**src/rtl/inst_fetch_q_if.sv**
```systemverilog
// Fetch-stage signal bundle: ROM address/data, branch redirect and the decode-facing instruction queue head.
// master = fetch stage, slave = ROM/decode/control side.
interface inst_fetch_q_if #(
   parameter int DEPTH = 4
);
   localparam int CW = $clog2(DEPTH + 1);

   logic          fetch_en;
   logic          redirect;
   logic [7:0]    redirect_pc;
   logic [7:0]    rom_addr;
   logic [63:0]   rom_data;
   logic          inst_valid;
   logic [31:0]   inst;
   logic [7:0]    inst_pc;
   logic          inst_ready;
   logic [CW-1:0] q_count;

   modport master (
      input  fetch_en, redirect, redirect_pc, rom_data, inst_ready,
      output rom_addr, inst_valid, inst, inst_pc, q_count
   );

   modport slave (
      output fetch_en, redirect, redirect_pc, rom_data, inst_ready,
      input  rom_addr, inst_valid, inst, inst_pc, q_count
   );
endinterface

```
**src/rtl/inst_fetch_q.sv**
```systemverilog
// Fetch PC + ROM word splitter feeding a DEPTH-entry instruction queue; fetched instr visible next cycle.
// Fetch stalls while free slots (registered count, pops not credited) < instrs left in the word; redirect flushes.
module inst_fetch_q #(
   parameter logic [7:0] RESET_PC = 8'h00,
   parameter int         DEPTH    = 4
) (
   input  logic           clk,
   input  logic           rst_n,
   inst_fetch_q_if.master bus
);
   localparam int              PW      = $clog2(DEPTH);
   localparam int              CW      = $clog2(DEPTH + 1);
   localparam logic [CW-1:0]   DEPTH_C = CW'(DEPTH);
   localparam logic [7:0]      PC_RST  = RESET_PC & 8'hFC;

   logic [7:0]    pc_q, pc_d;
   logic [PW-1:0] wr_ptr_q, wr_ptr_d;
   logic [PW-1:0] rd_ptr_q, rd_ptr_d;
   logic [CW-1:0] count_q, count_d;
   logic [31:0]   inst_mem_q [DEPTH];
   logic [31:0]   inst_mem_d [DEPTH];
   logic [7:0]    pc_mem_q   [DEPTH];
   logic [7:0]    pc_mem_d   [DEPTH];

   logic [CW-1:0] need;
   logic [CW-1:0] free;
   logic [CW-1:0] n_push;
   logic [CW-1:0] n_pop;
   logic [PW-1:0] wr_ptr_p1;
   logic          fire;
   logic          pop;
   logic          head_vld;

   // Word-aligned PC consumes both halves; a PC at +4 only has the low half left.
   always_comb begin
      need      = pc_q[2] ? CW'(1) : CW'(2);
      free      = DEPTH_C - count_q;
      head_vld  = (count_q != '0);
      fire      = bus.fetch_en & ~bus.redirect & (free >= need);
      pop       = head_vld & bus.inst_ready & ~bus.redirect;
      wr_ptr_p1 = wr_ptr_q + PW'(1);
   end

   always_comb begin
      pc_d       = pc_q;
      wr_ptr_d   = wr_ptr_q;
      rd_ptr_d   = rd_ptr_q;
      count_d    = count_q;
      inst_mem_d = inst_mem_q;
      pc_mem_d   = pc_mem_q;
      n_push     = '0;
      n_pop      = '0;

      if (bus.redirect) begin
         pc_d     = bus.redirect_pc & 8'hFC;
         wr_ptr_d = '0;
         rd_ptr_d = '0;
         count_d  = '0;
      end else begin
         if (fire) begin
            if (pc_q[2]) begin
               inst_mem_d[wr_ptr_q] = bus.rom_data[31:0];
               pc_mem_d[wr_ptr_q]   = pc_q;
               wr_ptr_d             = wr_ptr_p1;
               pc_d                 = pc_q + 8'd4;
               n_push               = CW'(1);
            end else begin
               inst_mem_d[wr_ptr_q]  = bus.rom_data[63:32];
               pc_mem_d[wr_ptr_q]    = pc_q;
               inst_mem_d[wr_ptr_p1] = bus.rom_data[31:0];
               pc_mem_d[wr_ptr_p1]   = pc_q + 8'd4;
               wr_ptr_d              = wr_ptr_p1 + PW'(1);
               pc_d                  = pc_q + 8'd8;
               n_push                = CW'(2);
            end
         end
         if (pop) begin
            rd_ptr_d = rd_ptr_q + PW'(1);
            n_pop    = CW'(1);
         end
         count_d = count_q + n_push - n_pop;
      end
   end

   always_ff @(posedge clk or negedge rst_n) begin
      if (!rst_n) begin
         pc_q     <= PC_RST;
         wr_ptr_q <= '0;
         rd_ptr_q <= '0;
         count_q  <= '0;
         for (int i = 0; i < DEPTH; i++) begin
            inst_mem_q[i] <= '0;
            pc_mem_q[i]   <= '0;
         end
      end else begin
         pc_q       <= pc_d;
         wr_ptr_q   <= wr_ptr_d;
         rd_ptr_q   <= rd_ptr_d;
         count_q    <= count_d;
         inst_mem_q <= inst_mem_d;
         pc_mem_q   <= pc_mem_d;
      end
   end

   assign bus.rom_addr   = {pc_q[7:3], 3'b000};
   assign bus.inst_valid = head_vld;
   assign bus.inst       = head_vld ? inst_mem_q[rd_ptr_q] : 32'h0;
   assign bus.inst_pc    = head_vld ? pc_mem_q[rd_ptr_q] : 8'h0;
   assign bus.q_count    = count_q;

   // Occupancy must never exceed capacity and must agree with the pointer distance.
   a_count_bound : assert property (@(posedge clk) disable iff (!rst_n) count_q <= DEPTH_C);
   a_ptr_match   : assert property (@(posedge clk) disable iff (!rst_n)
                                    (wr_ptr_q - rd_ptr_q) == count_q[PW-1:0]);
endmodule

```
**src/flat_wrapper.sv**
```systemverilog
// flat-port wrapper written by rule: the top's interface ports become plain ports
module inst_fetch_q_flat 
#(
   parameter logic [7:0] RESET_PC = 8'h00,
   parameter int         DEPTH    = 4
)
  (clk, rst_n, bus_fetch_en, bus_redirect, bus_redirect_pc, bus_rom_data, bus_inst_ready, bus_rom_addr, bus_inst_valid, bus_inst, bus_inst_pc, bus_q_count);
  inst_fetch_q_if #(.DEPTH(DEPTH)) bus_i ();
  input  logic clk;
  input  logic rst_n;
  input wire logic [$bits(bus_i.fetch_en)-1:0] bus_fetch_en;
  input wire logic [$bits(bus_i.redirect)-1:0] bus_redirect;
  input wire logic [$bits(bus_i.redirect_pc)-1:0] bus_redirect_pc;
  input wire logic [$bits(bus_i.rom_data)-1:0] bus_rom_data;
  input wire logic [$bits(bus_i.inst_ready)-1:0] bus_inst_ready;
  output wire logic [$bits(bus_i.rom_addr)-1:0] bus_rom_addr;
  output wire logic [$bits(bus_i.inst_valid)-1:0] bus_inst_valid;
  output wire logic [$bits(bus_i.inst)-1:0] bus_inst;
  output wire logic [$bits(bus_i.inst_pc)-1:0] bus_inst_pc;
  output wire logic [$bits(bus_i.q_count)-1:0] bus_q_count;
  assign bus_i.fetch_en = bus_fetch_en;
  assign bus_i.redirect = bus_redirect;
  assign bus_i.redirect_pc = bus_redirect_pc;
  assign bus_i.rom_data = bus_rom_data;
  assign bus_i.inst_ready = bus_inst_ready;
  assign bus_rom_addr = bus_i.rom_addr;
  assign bus_inst_valid = bus_i.inst_valid;
  assign bus_inst = bus_i.inst;
  assign bus_inst_pc = bus_i.inst_pc;
  assign bus_q_count = bus_i.q_count;
  inst_fetch_q #(.RESET_PC(RESET_PC), .DEPTH(DEPTH)) u_core (.clk(clk), .rst_n(rst_n), .bus(bus_i));
endmodule
```
**config.mk**
```make
export PLATFORM = sky130hd
export DESIGN_NAME = inst_fetch_q_flat
export DESIGN_NICKNAME = d
export VERILOG_FILES = /design/src/rtl/inst_fetch_q_if.sv /design/src/rtl/inst_fetch_q.sv /design/src/flat_wrapper.sv
export SDC_FILE = /design/constraint.sdc
export NUM_CORES = 1
export LEC_CHECK = 0
export CAP_MARGIN = 20
export CORE_UTILIZATION = 56
export CTS_BUF_LIST = sky130_fd_sc_hd__clkbuf_4
export CTS_CLUSTER_SIZE = 24
export DETAILED_ROUTE_END_ITERATION = 8
export GPL_TIMING_DRIVEN = 0
export PLACE_DENSITY_LB_ADDON = 0.1
export SYNTH_ARGS = -nofsm -noshare
export SYNTH_HDL_FRONTEND = slang
export SYNTH_SLANG_ARGS = --single-unit
export TNS_END_PERCENT = 1
```
**constraint.sdc**
```tcl
create_clock -name clk -period 6.55 [get_ports clk]
set_input_delay 0.9825 -clock clk [delete_from_list [all_inputs] [get_ports clk]]
set_output_delay 0.9825 -clock clk [all_outputs]
set_load 0.02 [all_outputs]
```
==> summary by stage, run 1 <==
Synthesis
Yosys printed 0 warnings. The most used flip-flop cell after synthesis is sky130_fd_sc_hd__dfrtp_1. The synthesized instance count is 1076. The post-synthesis sequential element count is 173. The most common cell in the synthesized netlist is sky130_fd_sc_hd__dfrtp_1. The largest total area in the synthesized netlist belongs to sky130_fd_sc_hd__dfrtp_1.

Summing the sequential cell areas from Yosys gives 38.5% of the chip area. The count of flip-flops with a built-in enable after synthesis is 0. In the synthesized netlist the async set-or-reset flop fraction comes to 100%. The area share of the leading cell type in the synthesized netlist is 38.5%. Yosys mapped the design onto 41 distinct sky130hd cell types. After synthesis, the cell types taking the most area are sky130_fd_sc_hd__dfrtp_1 (39%), sky130_fd_sc_hd__mux2_2 (12%), sky130_fd_sc_hd__a221oi_1 (10%). Dividing the synthesized area by the synthesized cell count gives 10.4 um2. The cell area after technology mapping is 11200 um2. Sorting the synthesized cells by how often they occur yields sky130_fd_sc_hd__dfrtp_1 (173), sky130_fd_sc_hd__nand2_1 (138), sky130_fd_sc_hd__a21oi_1 (134).

Clocking
The clock sink count is 173. The later-pin clock latency in the skew report is 610 ps. The register clock-pin slew on the reported worst setup and hold paths is 140 ps. The count of H-tree levels built during CTS is 4. TritonCTS built the clock tree. The total of cells resized after clock tree synthesis is 0.

The tree is rooted in a sky130_fd_sc_hd__clkbuf_4. Once the clock tree was built, the setup fixing pass inserted 0 buffers. The count of hold buffers inserted by post-cts repair is 0. The maximum clock insertion buffer count is 2.

TritonCTS created 17 clock buffers.

Place
The post-placement cell count is 1434. The half-perimeter wire length after placement is 22900 um. The weighted congestion at the end of routability-driven global placement is 0.879. Prior to clock tree synthesis, the placed netlist has a worst setup slack of 2880 ps. The count of buffers added on input and output ports is 90.

Drt
The final route contains 9623 vias. The pre-antenna-repair detailed-routing pass consisted of 6 iterations. The post-detailed-route via-to-cell ratio is 6.56. The initial DRC count is 966. In this run the remaining antenna-violating nets after routing total 0.

After detailed routing, the number of remaining DRC violations is 0. Summed over all layers, the routed wires come to 33400 um. After detailed routing, the average wire length per cell comes to 22.7 um.

Pwr
The total power density per cell area is 430 nW/um2. The design draws 0.00548 W. The highest ir drop seen on vdd is 189 uV. The leakage power of the design is 5.13 nW.

Finish
In the final layout, the share of cells above drive strength 1 is 23.6%. For this run, the post-layout net count is 1279. The area growth from synthesis to layout is 13.4%.

After filler insertion, the fill cell instance count of the layout stands at 1643. The final cell utilization of the core is 65.0%. The final instance count without filler cells is 1467.

GRT
The wire length of the first global-routing pass is 52300 um. The global router's overall resource usage is 34.0%. The number of antenna violations at the first check in global routing is 2. The residual overflow from global routing is 0. The number of global-route vias before repair is 9263. Entering global routing, the biggest net connects 98 pins.

Run
The number of max-capacitance violations reported is 0.

Timing
The share of the clock period used by the worst path is 63.9%. The time the worst path needs with I/O delays and setup is 4190 ps. The number of hold-slack violations in the final timing report is 0. On the final layout, the worst clock skew is 26.4 ps. Setup violations remaining at the end of the flow were counted as 0. Derived from the worst setup path, the maximum achievable clock frequency is 239 MHz.

For the pin with the worst max-slew slack, the measured transition is 842 ps. The number of max-slew violations in the final report came to 0. In this run the tightest slew margin relative to its limit is 43.8%.

Setup repair after global routing left no endpoint under its margin. Setup slack on the critical path of the routed design comes to 2360 ps.

Critical path
The worst setup path is captured at an output port. The data arrival time of the worst path is 3210 ps. STA puts the critical path data required time at 5570 ps. The type of the worst setup path is register to output port.

The largest fanout on the critical path is 10. STA classifies the critical path startpoint as a register.

Die
The row count is 51. The core area is 19600 um2. The die is 144 um wide. The die area is 20600 um2. The I/O pin total is 129. The die height is 144 um. The starting density of the core is 57.4%.

Status
The flow ran to the end, and the final reports show no timing, DRC or antenna violations.

Worst hold path
The worst hold path class is input pin to async pin.
[metal layers]
metal  GRT usage [%]  wire length [um]
met1            48.4             13800
met2            50.9             15100
met3            6.20              3180
met4            14.4              1190
met5               0                 0
[cell usage in the layout (no fill, tap or decap), types with 13 or more instances in the layout]
master                              n
sky130_fd_sc_hd__mux2_4            30
sky130_fd_sc_hd__nand2_1          138
sky130_fd_sc_hd__a221oi_1         128
sky130_fd_sc_hd__mux4_2            40
sky130_fd_sc_hd__a21oi_1          134
sky130_fd_sc_hd__dfrtp_1          173
sky130_fd_sc_hd__buf_2             17
sky130_fd_sc_hd__ha_1              13
sky130_fd_sc_hd__buf_4             37
sky130_fd_sc_hd__clkdlybuf4s50_1   89
sky130_fd_sc_hd__and2_1            49
sky130_fd_sc_hd__clkbuf_4          17
sky130_fd_sc_hd__mux2_2           122
sky130_fd_sc_hd__clkbuf_1          87
[state kept, by name (all words and copies together) (netlist names)]
signal	cells
u_core.wr_ptr_q	2
u_core.bus.q_count	3
u_core.pc_q	6
u_core.inst_mem_q	128
u_core.rd_ptr_q	2
u_core.pc_mem_q	32
[logic make-up after synthesis]
family | synth area share [%]
DFF | 38.5
AOI/OAI and AO/OA | 17.7
other | 0.0334
and+or+nand+nor | 9.57
adders and majority gates | 1.63
buffers and inverters | 7.27
muxes | 24.3
xor gates and xnor gates | 0.935
[power by group]
| part | total [W] | internal [W] | switching (W) | leakage, nW |
|---|---|---|---|---|
| logic | 0.00316 | 0.00154 | 0.00161 | 2.84 |
| clock network | 0.000554 | 0.000146 | 0.000408 | 0.115 |
| registers | 0.00177 | 0.00152 | 0.000242 | 2.18 |
[path summary, 6_finish.rpt]
| check | from | end | slack (ps) | depth (start not counted) |
|---|---|---|---|---|
| max | u_core.rd_ptr_q[0] | bus_inst[15] | 2360 | 5 |
| min | rst_n | u_core.pc_mem_q[13] | 360 | 1 |
| max reg2reg | u_core.bus.q_count[0] | u_core.bus.q_count[2] | 3230 | 13 |
| min reg2reg | u_core.pc_mem_q[25] | u_core.pc_mem_q[25] | 500 | 1 |
| max in group asynchronous | rst_n | u_core.inst_mem_q[107] | 5350 | 2 |
| min in group clk | u_core.pc_mem_q[25] | u_core.pc_mem_q[25] | 500 | 1 |
[through the flow]
stage	hold WS, ps	cell area (um2)	TNS (ps)
2_1_floorplan	448	11200	0
3_3_place_gp	465	12500	-496040
3_5_place_dp	470	12500	0
4_1_cts	419	12700	0
5_1_grt	410	12700	0
6_report	361	12700	0
[worst max-delay path, stage by stage (launching register included)]
cell	delay [ps]
sky130_fd_sc_hd__dfrtp_1	350
sky130_fd_sc_hd__clkbuf_1	470
sky130_fd_sc_hd__buf_2	490
sky130_fd_sc_hd__mux4_2	590
sky130_fd_sc_hd__and2_1	170
sky130_fd_sc_hd__clkdlybuf4s50_1	530
[area by class of cell]
class / count / area [um2] / share of cell area (%)
well taps: 265 / 332 / 2.60
plain buffers: 152 / 772 / 6.06
flip-flops and latches: 173 / 4330 / 34.0
multi-input cells: 741 / 6100 / 47.9
clock inverters: 15 / 100 / 0.786
diodes: 1 / 2.50 / 0.0196
inverters: 12 / 45.0 / 0.354
repair buffers: 91 / 933 / 7.33
clock buffers: 17 / 128 / 1.00
Note: power is estimated with default switching activity, not from simulation.
==> inputs of run 2 (changes only) <==
--- a/config.mk
+++ b/config.mk
@@ -6,7 +6,7 @@
 export NUM_CORES = 1
 export LEC_CHECK = 0
 export CAP_MARGIN = 20
-export CORE_UTILIZATION = 56
+export CORE_UTILIZATION = 53
 export CTS_BUF_LIST = sky130_fd_sc_hd__clkbuf_4
 export CTS_CLUSTER_SIZE = 24
 export DETAILED_ROUTE_END_ITERATION = 8
==> constraint.sdc (replaced) <==
create_clock -name clk -period 3.4 [get_ports clk]
set_input_delay 0.51 -clock clk [delete_from_list [all_inputs] [get_ports clk]]
set_output_delay 0.51 -clock clk [all_outputs]
set_load 0.02 [all_outputs]
==> run 2 against run 1 <==
  * Critical path depth unchanged
  * Design area up 0.35%
  * Worst hold slack worse by 26 ps
  * Sequential power increased by 94%
  * Final cell count up 0.34%
  * Sequential share of layout area decreased by 0.11 points
==> summary by stage, run 2 (synthesis gave the netlist of run 1 again) <==
Status
The flow ran to the end, and the final reports show no timing, DRC or antenna violations.

Clocking
The maximum clock insertion buffer count is 2 (unchanged). The register clock-pin slew on the reported worst setup and hold paths was 150 ps (about the same). The count of H-tree levels built during CTS is 4 (unchanged). The clock buffer count from CTS is 17 (unchanged). The cell at the root of the clock tree is sky130_fd_sc_hd__clkbuf_4. The clock sink count is 173 (unchanged). The CTS tree is built. The later-pin clock latency in the skew report was 590 ps (-20 ps).

Timing
The slew at the pin with the worst max-slew slack was 886 ps (+44.4 ps). The slack of the critical path was 82.4 ps (-2280 ps). Setup repair after global routing left no endpoint under its margin.

The setup violation total in the final timing report came to 0 (unchanged). The worst slew margin relative to its limit is 40.9% (-3.0 points). The number of hold-slack violations in the final timing report is 0 (unchanged). The share of the clock period used by the worst path is 97.6%. The maximum clock frequency is 301 MHz.

The total negative slack for setup checks is 0 ps (unchanged). The time the worst path needs with I/O delays and setup is 3320 ps. The setup clock skew after layout is 24.9 ps (-1.48 ps).

The number of max-slew violations in the final report is 0 (unchanged).

Drt
The number of detailed-route iterations in the first pass is 8 (+2). The initial DRC count is 1053 (+9.0%). The total DRC errors in the routed layout is 0 (unchanged). The number of nets still failing antenna checks after routing is 0 (unchanged). The post-detailed-route via-to-cell ratio is 6.48 (-1.3%). The routed wire length is 33800 um (+1.3%). The detailed-route via count came to 9535 (-0.91%). The detailed-route wire length per cell is 23.0 um (+0.97%).

Pwr
The highest ir drop seen on vdd is 452 uV (+140%). The leakage power of the design is 5.16 nW (+0.53%). The total power density per cell area is 831 nW/um2 (+93%).

GRT
The wire length of the first global-routing pass came to 53000 um (+1.4%). The number of global-route vias before repair came to 9186 (-0.83%). The global router's overall resource usage is 32.3% (-1.7 points). The number of antenna violations at the first check in global routing is 1 (-1). The residual overflow from global routing is 0 (unchanged).

The largest net degree at the start of global routing is 91 (-7.1%).

Critical path
The type of the worst setup path is register to output port. The required time reported for the critical path endpoint is 2890 ps (-2680 ps). The category of the worst setup path launch point is a register. The standard cell with the maximum stage delay on the critical path is sky130_fd_sc_hd__clkdlybuf4s50_1.

The count of buffer and inverter cells on the critical path is 3 (unchanged). The dominant delay contributor by cell family on the critical path is buffers and inverters. Walking the worst path, the cells encountered are clkbuf_1 > clkbuf_2 > mux4_2 > and2_1 > clkdlybuf4s50_1. The data arrival time of the worst path is 2810 ps (-400 ps). The element type at the critical path end is an output port. The largest fanout on the critical path came to 10 (unchanged). The largest stage delay on the critical path was 530 ps (-60 ps).

Finish
The final instance area is 12800 um2 (+0.35%). The most common cell after layout, fill and taps aside is sky130_fd_sc_hd__dfrtp_1. The area growth from synthesis to layout is 13.8%. The footprint of the flip-flops and latches came to 4330 um2 (about the same). The combined area of the multi-input logic cells is 6100 um2 (about the same). The fill cell instance count of the final layout is 1760 (+7.1%). The flip-flop count of the largest register after layout is 128 (unchanged). The top cell types in the final layout, fill and taps aside, are sky130_fd_sc_hd__dfrtp_1 (172), sky130_fd_sc_hd__nand2_1 (138), sky130_fd_sc_hd__a21oi_1 (134). The number of nets in the layout came to 1279 (unchanged).

The register with the most flip-flops in the final layout is u_core.inst_mem_q. The largest registers in the layout are u_core.inst_mem_q: 128 flops, u_core.pc_mem_q: 32 flops, u_core.pc_q: 6 flops. The final cell utilization of the core is 62.4% (-2.7 points). The share of cells above drive strength 1 is 24.5% (+0.92 points).

Place
The area of placed instances is 12500 um2 (about the same). The half-perimeter wire length after placement is 23400 um (+2.2%). The pre-CTS setup slack came to 96.6 ps (-2780 ps). The weighted congestion at the end of routability-driven global placement is 0.873 (-0.64%).

The number of port buffers is 90 (unchanged).

Die
The die area is 21800 um2 (+5.6%). The die width is 148 um (+2.8%). The starting density of the core is 54.8% (-2.5 points). The I/O pin total is 129 (unchanged). The core area is 20500 um2 (+4.6%).

The row count came to 52 (+2.0%). The die height is 148 um (+2.8%).

Run
The number of max-capacitance violations reported came to 0 (unchanged).

Worst hold path
The worst hold path belongs to the class input pin to register.
==> run 2: changes by cell type in the layout (fill, tap and decap cells not counted), moves of 2 or more <==
| cell | delta |
|---|---|
| sky130_fd_sc_hd__clkbuf_1 | -10 |
| sky130_fd_sc_hd__clkbuf_2 | +5 |
| sky130_fd_sc_hd__buf_4 | +4 |
| sky130_fd_sc_hd__clkinv_2 | -3 |
| sky130_fd_sc_hd__clkbuf_4 | +2 |
==> run 2: what timing repair did <==
item,in CTS,in global routing
endpoints found under the hold margin,83,0
resized for setup,12,10
setup buffers,0,0
hold buffers,1,0
endpoints found under the setup margin,40,39
==> run 2: area by class of cell <==
type | instances | share of cell area (%)
timing repair buffer | 92 | 7.38
antenna | 1 | 0.0196
clock buffer | 18 | 1.06
buffer | 151 | 6.19
clock inverter | 14 | 0.753
sequential | 173 | 33.9
multi-input combinational | 741 | 47.7
inverter | 12 | 0.352
tap | 270 | 2.64
==> run 2: per-layer routing <==
metal	GRT usage (%)	share of wire (%)	vias up
li1	-	-	4221
met1	46.1	42	4705
met2	49.7	46	532
met3	5.09	8.8	77
met4	12.2	3.0	0
met5	0	0	-
==> run 2: final timing paths <==
path / depth (start not counted) / start / slack [ps] / endpoint
max: 5 / u_core.rd_ptr_q[1] / 80 / bus_inst[30]
min: 4 / bus_fetch_en / 340 / u_core.pc_q[5]
max reg2reg: 13 / u_core.bus.q_count[0] / 330 / u_core.bus.q_count[2]
min reg2reg: 1 / u_core.pc_mem_q[1] / 500 / u_core.pc_mem_q[1]
max in group asynchronous: 3 / rst_n / 2000 / u_core.rd_ptr_q[0]
min in group asynchronous: 2 / rst_n / 480 / u_core.pc_mem_q[29]
==> run 2: worst min-delay path, cell delays in order <==
cell and delay, ps:
sky130_fd_sc_hd__buf_4 150, sky130_fd_sc_hd__nand2_1 70, sky130_fd_sc_hd__or3_1 90, sky130_fd_sc_hd__a31oi_1 80
==> run 2: where the power goes <==
part | internal [W] | switching (W) | leakage, nW
Sequential | 0.00294 | 0.000495 | 2.17
Clock | 0.000293 | 0.000777 | 0.110
Combinational | 0.00301 | 0.00311 | 2.88
==> run 2: metrics by stage <==
stage | hold slack (ps) | total power, W | std cells
final | 335 | 0.0106 | 1472
after global routing | 322 | 0.0113 | 1472
after CTS | 302 | 0.0106 | 1471
after detailed placement | 466 | 0.00948 | 1439
after global placement | 464 | 0.00935 | 1438
after floorplan | 214 | 0.00747 | 1078
